==> config.mk <==
export PLATFORM = sky130hd
export DESIGN_NAME = demux8_dispatch_ctrl
export DESIGN_NICKNAME = d
export VERILOG_FILES = /design/src/rtl/demux_pkg.sv /design/src/rtl/demux_dec3to8.sv /design/src/rtl/demux8_dispatch_ctrl.sv
export SDC_FILE = /design/constraint.sdc
export NUM_CORES = 1
export LEC_CHECK = 0
export CORE_MARGIN = 2
export CORE_UTILIZATION = 40
export CTS_CLUSTER_DIAMETER = 80
export DETAILED_ROUTE_END_ITERATION = 10
export PLACE_DENSITY_LB_ADDON = 0.05
export SYNTH_ARGS = -nofsm -noshare
export SYNTH_HDL_FRONTEND = slang
export SYNTH_SLANG_ARGS = --single-unit
==> constraint.sdc <==
create_clock -name clk -period 1.75 [get_ports clk]
set_input_delay 0.175 -clock clk [delete_from_list [all_inputs] [get_ports clk]]
set_output_delay 0.175 -clock clk [all_outputs]
set_load 0.1 [all_outputs]
==> src/rtl/demux_pkg.sv <==
// ============================================================================
// Module  : demux_pkg
// Brief   : Shared constants and state encoding for the 1-to-8 demux dispatcher.
// Revision: 1.0
// ============================================================================
`default_nettype none

package demux_pkg;

    localparam int NUM_OUT    = 8;
    localparam int SEL_W      = 3;
    localparam int DROP_CNT_W = 8;

    typedef enum logic [0:0] {
        IDLE = 1'b0,
        SEND = 1'b1
    } state_t;

endpackage

`default_nettype wire

==> src/rtl/demux_dec3to8.sv <==
// ============================================================================
// Module  : demux_dec3to8
// Brief   : Combinational 3-to-8 one-hot decoder with enable.
// Revision: 1.0
// ============================================================================
`default_nettype none

module demux_dec3to8
    import demux_pkg::*;
(
    input  logic [SEL_W-1:0]   sel,
    input  logic               en,
    output logic [NUM_OUT-1:0] y
);

    always_comb begin
        y = '0;
        if (en) begin
            y = NUM_OUT'(1) << sel;
        end
    end

endmodule

`default_nettype wire

==> src/rtl/demux8_dispatch_ctrl.sv <==
// ============================================================================
// Module  : demux8_dispatch_ctrl
// Brief   : Dispatches tagged words to one of 8 valid/ready channels, dropping
//           words whose consumer stalls past TIMEOUT. Option: DEMUX_DROP_CNT_EN.
// Revision: 1.0
// ============================================================================
`default_nettype none

module demux8_dispatch_ctrl
    import demux_pkg::*;
#(
    parameter int DW      = 8,
    parameter int TIMEOUT = 15,
    parameter int CW      = 4
) (
    input  logic                  clk,
    input  logic                  rst_n,
    input  logic                  in_valid,
    output logic                  in_ready,
    input  logic [DW-1:0]         in_data,
    input  logic [SEL_W-1:0]      in_dest,
    output logic [SEL_W-1:0]      out_sel,
    output logic [DW-1:0]         out_data,
    output logic [NUM_OUT-1:0]    out_valid,
    input  logic [NUM_OUT-1:0]    out_ready,
    output logic                  busy,
`ifdef DEMUX_DROP_CNT_EN
    output logic [DROP_CNT_W-1:0] drop_count,
`endif
    output logic                  drop_pulse
);

    state_t               r_state;
    state_t               w_state_nxt;
    logic [CW-1:0]        r_wait_cnt;
    logic [CW-1:0]        w_wait_nxt;
    logic [SEL_W-1:0]     w_sel_nxt;
    logic [DW-1:0]        w_data_nxt;
    logic [NUM_OUT-1:0]   w_valid_nxt;
    logic                 w_drop_nxt;
    logic                 w_sel_ready;

    // out_valid is one-hot on out_sel while in SEND, so masking picks out_ready[out_sel].
    assign w_sel_ready = |(out_ready & out_valid);

    always_comb begin
        w_state_nxt = r_state;
        w_sel_nxt   = out_sel;
        w_data_nxt  = out_data;
        w_wait_nxt  = r_wait_cnt;
        w_drop_nxt  = 1'b0;
        in_ready    = 1'b0;
        case (r_state)
            IDLE: begin
                in_ready = 1'b1;
                if (in_valid) begin
                    w_sel_nxt   = in_dest;
                    w_data_nxt  = in_data;
                    w_wait_nxt  = '0;
                    w_state_nxt = SEND;
                end
            end
            SEND: begin
                in_ready = w_sel_ready;
                if (w_sel_ready) begin
                    w_wait_nxt = '0;
                    if (in_valid) begin
                        w_sel_nxt  = in_dest;
                        w_data_nxt = in_data;
                    end else begin
                        w_state_nxt = IDLE;
                    end
                end else if (TIMEOUT != 0) begin
                    if (r_wait_cnt == CW'(TIMEOUT - 1)) begin
                        w_drop_nxt  = 1'b1;
                        w_wait_nxt  = '0;
                        w_state_nxt = IDLE;
                    end else begin
                        w_wait_nxt = r_wait_cnt + CW'(1);
                    end
                end
            end
            default: w_state_nxt = IDLE;
        endcase
    end

    demux_dec3to8 u_dec (
        .sel (w_sel_nxt),
        .en  (w_state_nxt == SEND),
        .y   (w_valid_nxt)
    );

    always_ff @(posedge clk or negedge rst_n) begin
        if (!rst_n) begin
            r_state    <= IDLE;
            out_sel    <= '0;
            out_data   <= '0;
            out_valid  <= '0;
            r_wait_cnt <= '0;
            drop_pulse <= 1'b0;
            busy       <= 1'b0;
        end else begin
            r_state    <= w_state_nxt;
            out_sel    <= w_sel_nxt;
            out_data   <= w_data_nxt;
            out_valid  <= w_valid_nxt;
            r_wait_cnt <= w_wait_nxt;
            drop_pulse <= w_drop_nxt;
            busy       <= (w_state_nxt == SEND);
        end
    end

`ifdef DEMUX_DROP_CNT_EN
    always_ff @(posedge clk or negedge rst_n) begin
        if (!rst_n) begin
            drop_count <= '0;
        end else if (drop_pulse && (drop_count != '1)) begin
            drop_count <= drop_count + DROP_CNT_W'(1);
        end
    end
`endif

endmodule

`default_nettype wire

==> flow_summary.json, run 1 <==
{
  "num-fill-cells": 243,
  "crit_arrival_ns": 1.66,
  "globalRouteTotalUtil_pct": 16.6,
  "area_growth_pct": 49.2,
  "worstSetupPathType": "reg2out",
  "clock_sink_count": 25,
  "nets": 182,
  "slew-limit-headroom_pct": 74.3,
  "fin_crit_sh_pct": 105,
  "clock_path_buffers": 2,
  "io_pins": 44,
  "hold_class": "in2async",
  "max_stage_delay_ns": 0.50,
  "setup_ws_ns": -0.0878,
  "place_inst": 182,
  "core_mm2": 0.00300,
  "setup_viol": 12,
  "gpl.final_weighted_congestion": 0.795,
  "reg2reg_depth": 6,
  "async_flop_share_pct": 100,
  "cp_top_family": "flip-flops",
  "syn_nets": 124,
  "fin_crit_ns": 1.84,
  "start_util_pct": 41.1,
  "first_global_vias": 945,
  "tightest_slew_ns": 0.380,
  "r2r_slack_ns": -0.04,
  "synth.distinct_cells": 33,
  "numPortBuffers": 43,
  "rsz0062_at_grt": "true",
  "final_util_pct": 61.3,
  "drive_gt1_share_pct": 44.6,
  "crit_path_start_kind": "flop",
  "fmax_mhz": 544,
  "fin_cells": 190,
  "cts_buffers": 3,
  "r2r-start": "out_valid[4]$_DFF_PN0_",
  "synth_area_per_cell_um2": 12.3,
  "slew_viol_final": 0,
  "die_x_um": 59.5,
  "ys_seq_area_share_pct": 50.7,
  "dp_hpwl_um": 1980,
  "synth-edff-count": 0,
  "ys_ff_latch": 25,
  "clk_pin_slew_ns": 0.14,
  "cp-end-kind": "output pin",
  "drtIter0Drc": 30,
  "drtAntennaViolNets": 0,
  "r2r-end": "out_data[0]$_DFFE_PN0P_",
  "via_count": 1031,
  "ys.flop_type": "dfrtp_1",
  "grt_first_pass_wirelength_um": 4350,
  "viasPerCell": 5.43,
  "yosysWarnings": 0,
  "fp-row-count": 20,
  "drc": 0,
  "crit_start": "out_valid[4]$_DFF_PN0_",
  "critPathBufInv": 2,
  "insertion_delay_ns": 0.32,
  "cts_root_buf": "clkbuf_4",
  "cp_slowest_cell": "dfrtp_4",
  "finalWirelength_um": 2800,
  "antenna_found_initial": 0,
  "grt_max_degree": 26,
  "synthCells": 100,
  "die_area_mm2": 0.00354,
  "antenna_cells": 0,
  "htreeDepth": 1,
  "grt.overflow.total": 0,
  "hold_ws_ns": 0.198,
  "required_ns": 1.57,
  "tritoncts": "yes",
  "max_cap_violations": 0,
  "avgRoutedWirePerCell_um": 14.7,
  "clock_skew_ns": 0.00503,
  "status": "finished with violations",
  "violations": "setup timing",
  "crit_path_cell_trace": "a22oi_2, nand4_4, nor2_4, clkinvlp_4, buf_12",
  "dp_slack_ns": -0.0964,
  "firstDrtPassIters": 4,
  "die_h_um": 59.5,
  "syn_area_mm2": 0.00123,
  "path_max_fanout": 3,
  "hold_viol_final": 0
}
==> registers in the layout (all words and copies together), names as in the netlist <==
name / flops
r_wait_cnt: 4
out_data: 8
out_sel: 3
out_valid: 8
drop_pulse: 1
r_state: 1
==> worst max path at each step <==
| stage | to | slack [ns] | cells past startpoint |
|---|---|---|---|
| after floorplan | out_valid[4]$_DFF_PN0_ | -0.39 | 5 |
| after global placement | out_data[0]$_DFFE_PN0P_ | -0.07 | 6 |
| after detailed placement | out_valid[0]$_DFF_PN0_ | -0.1 | 5 |
| after CTS | in_ready | -0.10 | 5 |
| after global routing | in_ready | -0.19 | 5 |
| final | in_ready | -0.09 | 5 |
==> final cells by class <==
class                      count  area (um2)  area share, %
timing repair buffer          55         528           28.7
inverter                       5        22.5           1.22
clock inverter                 1        5.00          0.272
sequential                    25         642           34.9
tap                           33        41.3           2.24
multi-input combinational     68         579           31.5
clock buffer                   3        22.5           1.22
==> metrics by stage <==
stage	cell area, um2	setup TNS [ns]
floorplan	1250	-2.02
global placement	1770	-0.531
detailed placement	1770	-0.578
CTS	1810	-0.105
global route	1840	-1.15
finish	1840	-0.253
==> routing by layer <==
layer  wire [um]  track usage, %
met2        1370            26.2
met4          29            4.44
met5           0               0
met1        1200            22.1
met3         203            5.02
==> repair_timing <==
| action | in CTS | in global routing |
|---|---|---|
| hold endpoints to repair | 0 | 0 |
| hold buffers | 0 | 0 |
| buffers inserted | 2 | 2 |
| pin swaps | 1 | 0 |
| resized for setup | 0 | 2 |
| setup endpoints to repair | 1 | 3 |
==> layout by cell type (no fill, tap or decap), drive strengths merged, types with 2 or more instances in the layout <==
| cell type | synthesis | final |
|---|---|---|
| buf | 2 | 34 |
| dfrtp | 25 | 25 |
| clkdlybuf4s50 | 0 | 21 |
| mux2 | 11 | 11 |
| nand2 | 10 | 10 |
| o22ai | 6 | 6 |
| nor2 | 5 | 5 |
| nand3b | 4 | 4 |
| inv | 5 | 4 |
| o21ai | 4 | 4 |
| a22oi | 3 | 3 |
| nand3 | 3 | 3 |
| clkbuf | 0 | 3 |
| nand4 | 3 | 3 |
| nand4b | 2 | 2 |
| or3b | 2 | 2 |
| a31oi | 2 | 2 |
| ha | 2 | 2 |
| and4 | 2 | 2 |
==> Yosys cell counts, types with 2 or more instances <==
cell      count  share of area, %
a22oi_2       2               2.0
ha_1          2               2.0
dfrtp_1      25                51
mux2_2        2               1.8
mux2_4        9                11
inv_1         5               1.5
o22ai_1       6               3.0
buf_6         2               1.8
nand3b_1      4               2.4
o21ai_0       3               1.2
a31oi_1       2               1.0
nor2_1        4               1.2
nand2_1       9               2.7
or3b_2        2               1.4
nand3_1       3               1.2
nand4b_1      2               1.4
nand4_1       2               1.0
==> kinds of logic after synthesis <==
family                   Yosys count  share of synthesized area, %
buffers and inverters              7                          3.35
AND/OR/NAND/NOR                   34                          18.3
adder cells (fa/ha/maj)            2                          2.03
multiplexers                      11                          12.8
flip-flops                        25                          50.7
AO/OA/AOI/OAI                     21                          12.9
Power of run 1 is not shown: default switching activity piles up to over one toggle a cycle in this logic, so the estimate is an artifact.
==> inputs of run 2 (changes only) <==
--- a/config.mk
+++ b/config.mk
@@ -5,9 +5,11 @@
 export SDC_FILE = /design/constraint.sdc
 export NUM_CORES = 1
 export LEC_CHECK = 0
+export ABC_CLOCK_PERIOD_IN_PS = 1750
 export CORE_MARGIN = 2
 export CORE_UTILIZATION = 40
 export CTS_CLUSTER_DIAMETER = 80
+export CTS_CLUSTER_SIZE = 16
 export DETAILED_ROUTE_END_ITERATION = 10
 export PLACE_DENSITY_LB_ADDON = 0.05
 export SYNTH_ARGS = -nofsm -noshare
==> results of run 2 <==
Final layout, timing and power as in run 1 (identical DEF).
Power of run 2 is left out for the same reason.
